<file path="src/rtl/bcd_serial_addsub.sv">
// Digit-serial packed-BCD adder/subtractor: one decimal digit per clock, LSD first,
// with +6 correction per digit and a start/done handshake.
//
// state | meaning
// IDLE  | waiting for start; result/cout/invalid hold the last completed operation
// RUN   | processing digit cnt_q of the latched operands
module bcd_serial_addsub #(
  parameter int DIGITS = 4
) (
  input  logic                clk,
  input  logic                rst_n,
  input  logic                start,
  input  logic                sub,
  input  logic                cin,
  input  logic [4*DIGITS-1:0] a,
  input  logic [4*DIGITS-1:0] b,
  output logic                busy,
  output logic                done,
  output logic [4*DIGITS-1:0] result,
  output logic                cout,
  output logic                invalid
);

  localparam int W  = 4 * DIGITS;
  localparam int CW = $clog2(DIGITS) + 1;
  localparam logic [CW-1:0] LAST = CW'(DIGITS - 1);

  typedef enum logic {IDLE, RUN} state_t;

  state_t          state, state_nxt;
  logic [W-1:0]    a_q, b_q, work_q, work_nxt;
  logic            sub_q, carry_q, inv_q;
  logic            carry_nxt, inv_in;
  logic [CW-1:0]   cnt_q;
  logic [3:0]      a_dig, b_dig, bd, dig;
  logic [4:0]      s;
  logic            accept, last;

  assign busy   = (state == RUN);
  assign accept = (state == IDLE) && start;
  assign last   = (state == RUN) && (cnt_q == LAST);

  always_ff @(posedge clk or negedge rst_n) begin
    if (!rst_n) state <= IDLE;
    else        state <= state_nxt;
  end

  always_comb begin
    state_nxt = state;
    case (state)
      IDLE: if (start) state_nxt = RUN;
      RUN:  if (cnt_q == LAST) state_nxt = IDLE;
      default: state_nxt = IDLE;
    endcase
  end

  always_comb begin
    a_dig = '0;
    b_dig = '0;
    for (int i = 0; i < DIGITS; i++) begin
      if (cnt_q == CW'(i)) begin
        a_dig = a_q[4*i +: 4];
        b_dig = b_q[4*i +: 4];
      end
    end
  end

  // Subtract uses the nines' complement of b with the borrow folded into carry.
  always_comb begin
    bd = sub_q ? (4'd9 - b_dig) : b_dig;
    s  = {1'b0, a_dig} + {1'b0, bd} + {4'b0, carry_q};
    if (s > 5'd9) begin
      dig       = s[3:0] + 4'd6;
      carry_nxt = 1'b1;
    end else begin
      dig       = s[3:0];
      carry_nxt = 1'b0;
    end
    work_nxt = work_q;
    for (int i = 0; i < DIGITS; i++) begin
      if (cnt_q == CW'(i)) work_nxt[4*i +: 4] = dig;
    end
  end

  always_comb begin
    inv_in = 1'b0;
    for (int i = 0; i < DIGITS; i++) begin
      if (a[4*i +: 4] > 4'd9 || b[4*i +: 4] > 4'd9) inv_in = 1'b1;
    end
  end

  always_ff @(posedge clk or negedge rst_n) begin
    if (!rst_n) begin
      a_q     <= '0;
      b_q     <= '0;
      work_q  <= '0;
      sub_q   <= 1'b0;
      carry_q <= 1'b0;
      inv_q   <= 1'b0;
      cnt_q   <= '0;
      result  <= '0;
      cout    <= 1'b0;
      invalid <= 1'b0;
      done    <= 1'b0;
    end else begin
      done <= 1'b0;
      if (accept) begin
        a_q     <= a;
        b_q     <= b;
        sub_q   <= sub;
        carry_q <= sub ? ~cin : cin;
        inv_q   <= inv_in;
        cnt_q   <= '0;
      end else if (busy) begin
        work_q  <= work_nxt;
        carry_q <= carry_nxt;
        cnt_q   <= cnt_q + CW'(1);
        if (last) begin
          result  <= work_nxt;
          cout    <= carry_nxt;
          invalid <= inv_q;
          done    <= 1'b1;
        end
      end
    end
  end

endmodule

</file>
<file path="config.mk">
export PLATFORM = sky130hd
export DESIGN_NAME = bcd_serial_addsub
export DESIGN_NICKNAME = d
export VERILOG_FILES = /design/src/rtl/bcd_serial_addsub.sv
export SDC_FILE = /design/constraint.sdc
export NUM_CORES = 1
export LEC_CHECK = 0
export BUFFER_PORTS_ARGS = -buffer_cell sky130_fd_sc_hd__buf_2
export CELL_PAD_IN_SITES_DETAIL_PLACEMENT = 0
export CELL_PAD_IN_SITES_GLOBAL_PLACEMENT = 1
export CORE_ASPECT_RATIO = 0.8
export CORE_MARGIN = 1.5
export CORE_UTILIZATION = 44
export CTS_CLUSTER_DIAMETER = 150
export DETAILED_ROUTE_END_ITERATION = 16
export GPL_TIMING_DRIVEN = 1
export HOLD_SLACK_MARGIN = 0.08
export PLACE_DENSITY = 0.75
export SKIP_CTS_REPAIR_TIMING = 1
export SYNTH_ARGS = -nofsm -noshare
export SYNTH_HDL_FRONTEND = slang
export SYNTH_SLANG_ARGS = --single-unit
</file>
<file path="constraint.sdc">
create_clock -name clk -period 4.3 [get_ports clk]
set_input_delay 0.86 -clock clk [delete_from_list [all_inputs] [get_ports clk]]
set_output_delay 0.86 -clock clk [all_outputs]
set_load 0.02 [all_outputs]
</file>
==> out/results.txt <==
core area: 7360 um2
root buffer cell: clkbuf_8
post-synthesis sequential area ratio: 52.5%
area of the die: 8120 um2
via count: 2451
global-route wire length before repair: 12.5 mm
# Max-Cap Violations: 0
R2R cell count: 16
grt met2 use: 30.1%
CTS tree: done
Antenna Nets Post-Route: 0
Clock Sinks: 70
routed len/inst: 16.1 um
Fin. Hold Viols: 0
DP Worst Slack: 0.283 ns
vias in the first global route: 2460
TritonRoute pass-1 iters: 5
Achievable Freq: 0.250 GHz
reg2reg setup slack: 0.30 ns
Yosys cell types: 33
# rows: 28
io pins: 57
Max FO, Critical Path: 8
RSZ-0062 raised after global routing: no
commonest non-fill, non-tap cell in the layout: dfrtp_1
GR Util met3: 5.16%
max-slew violations: 0
GRT overflow: 0
final wirelength: 7.37 mm
Num CTS Buffers: 9
Worst Setup EP: work_q[9]
status: finished clean
n_diodes: 0
global routing's busiest layer: met2
fraction of layout cells with a size suffix above 1: 33.3%
H-tree levels: 3
grt met1 use: 29.1%
WP data required: 4.51 ns
kind of critical path: flip-flop to flip-flop
initial core utilization: 45.4%
First DRT Iteration DRCs: 104
Tightest Pin Transition: 0.965 ns
Synth Cell Area: 3340 um2
commonest non-fill, non-tap cells in the layout: 70 x dfrtp_1, 56 x buf_2, 44 x nand2_1
Worst Setup Slack, final: 0.299 ns
Slew headroom: 35.7%
Die Y: 80.9 um
I/O Buffers: 56
Hold Path Class: flip-flop to flip-flop
CTS clk-pin slew, worst paths: 0.07 ns
Total Nets Final: 414
synthesis-to-finish area growth: 18.7%
Worst EP arrival: 4.21 ns
RePlAce Congestion: 0.799
Worst setup SP type: flip-flop
critical path startpoint: cnt_q[0]
initial antenna violation count: 0
crit path time final: 4.00 ns
Mean Syn Cell Area: 11.0 um2
Max clock buf depth: 2
CP Capture Type: flip-flop
synth warn: 0
Total GRT Usage: 20.4%
Post-Synthesis Cells: 303
die width: 100 um
Sum Neg Setup Slack: 0 ns
vias per cell: 5.34
worst r2r src: cnt_q[0]
syn nets: 352
count of state elements after synthesis: 70
hpwl dp: 5.39 mm
Final Cycle Share: 93.1%
Fin Clk Skew: 0.00882 ns
Worst-Skew Late Latency: 0.35 ns
largest net degree at the start of global routing: 45
worst r2r dst: work_q[9]
Final setup viols: 0
DRC viols: 0
registers in the layout, indices dropped and copies added (netlist names):
| register | cells |
|---|---|
| a_q | 16 |
| b_q | 16 |
| result | 16 |
| work_q | 12 |
| cnt_q | 3 |
| busy | 1 |
| carry_q | 1 |
| cout | 1 |
| done | 1 |
| inv_q | 1 |
| invalid | 1 |
| sub_q | 1 |
cell usage after synthesis:
| cell | number | share of area [%] |
|---|---|---|
| ha_1 | 10 | 3.7 |
| o21ai_2 | 7 | 1.8 |
| a21boi_1 | 1 | 0.22 |
| dfrtp_1 | 70 | 52 |
| o21ai_1 | 9 | 1.3 |
| a21oi_1 | 10 | 1.5 |
| fa_1 | 2 | 1.2 |
| o31a_1 | 1 | 0.26 |
| mux2i_1 | 5 | 1.5 |
| a22o_1 | 5 | 1.3 |
| nand2b_1 | 1 | 0.19 |
| nor2_1 | 13 | 1.5 |
| o31ai_2 | 1 | 0.37 |
| buf_1 | 1 | 0.11 |
| a22oi_1 | 16 | 3.6 |
| xnor2_2 | 1 | 0.49 |
| clkbuf_1 | 8 | 0.90 |
| o22ai_1 | 1 | 0.19 |
| xor2_1 | 2 | 0.52 |
| a21o_1 | 3 | 0.67 |
| o21ai_0 | 29 | 4.3 |
| nand2_1 | 44 | 4.9 |
| mux2_4 | 1 | 0.45 |
| nor2b_1 | 5 | 0.94 |
| xnor2_1 | 2 | 0.52 |
| mux2_2 | 34 | 11 |
| clkinv_1 | 1 | 0.11 |
| nand3b_1 | 1 | 0.22 |
| and3b_1 | 3 | 0.79 |
| inv_1 | 9 | 1.0 |
| buf_2 | 3 | 0.45 |
| nand4_1 | 2 | 0.37 |
| o31ai_1 | 2 | 0.45 |
through the flow:
stage	hold slack (ns)	utilization (%)	instance area [um2]	instances
finish	0.474	53.9	3960	459
CTS	0.481	53.8	3960	459
detailed placement	0.462	50.8	3740	444
floorplan	0.439	-	3340	303
global route	0.511	53.9	3960	459
global placement	0.458	50.8	3740	444
final cells by class:
type | instances | area, um2
fill | 655 | 3390
sequential | 70 | 1750
multi-input combinational | 211 | 1510
timing repair buffer | 63 | 333
clock buffer | 12 | 155
tap | 90 | 113
clock inverter | 3 | 67.6
inverter | 10 | 37.5
kinds of logic (layout without fill, tap and decap cells):
logic type | count (synthesis) | after routing | synth area share (%)
fa+ha+maj | 12 | 12 | 4.95
buf+inv | 22 | 88 | 2.59
simple gates | 69 | 69 | 8.92
xor+xnor | 5 | 5 | 1.54
mux | 40 | 40 | 13.4
flops | 70 | 70 | 52.5
compound gates | 85 | 85 | 16.1
worst min path at each step:
stage,from,endpoint,slack [ns],cells after the start
CTS,invalid,invalid,0.48,2
global route,work_q[5],work_q[5],0.51,2
global placement,result[0],result[0],0.46,2
detailed placement,invalid,invalid,0.46,2
floorplan,inv_q,invalid,0.44,2
finish,result[8],result[8],0.47,2
layer usage:
layer,share of wire [%],wire length (um)
met1,50,3670
met2,43,3190
met3,5.3,389
met4,1.6,118
met5,0,0
critical path, stage by stage (launching register included):
cell,delay [ns]
dfrtp_1,0.42
inv_1,0.09
ha_1,0.32
and3b_1,0.23
a21oi_1,0.10
o21ai_0,0.08
a22oi_1,0.20
xor2_1,0.21
fa_1,0.22
inv_1,0.06
fa_1,0.39
xnor2_1,0.18
ha_1,0.25
a22o_1,0.24
o31a_1,0.32
xnor2_2,0.38
o21ai_0,0.16
Power is left out: the tool's default activity adds up to more than one toggle a clock period on the data nets, which glitch-free logic cannot reach.
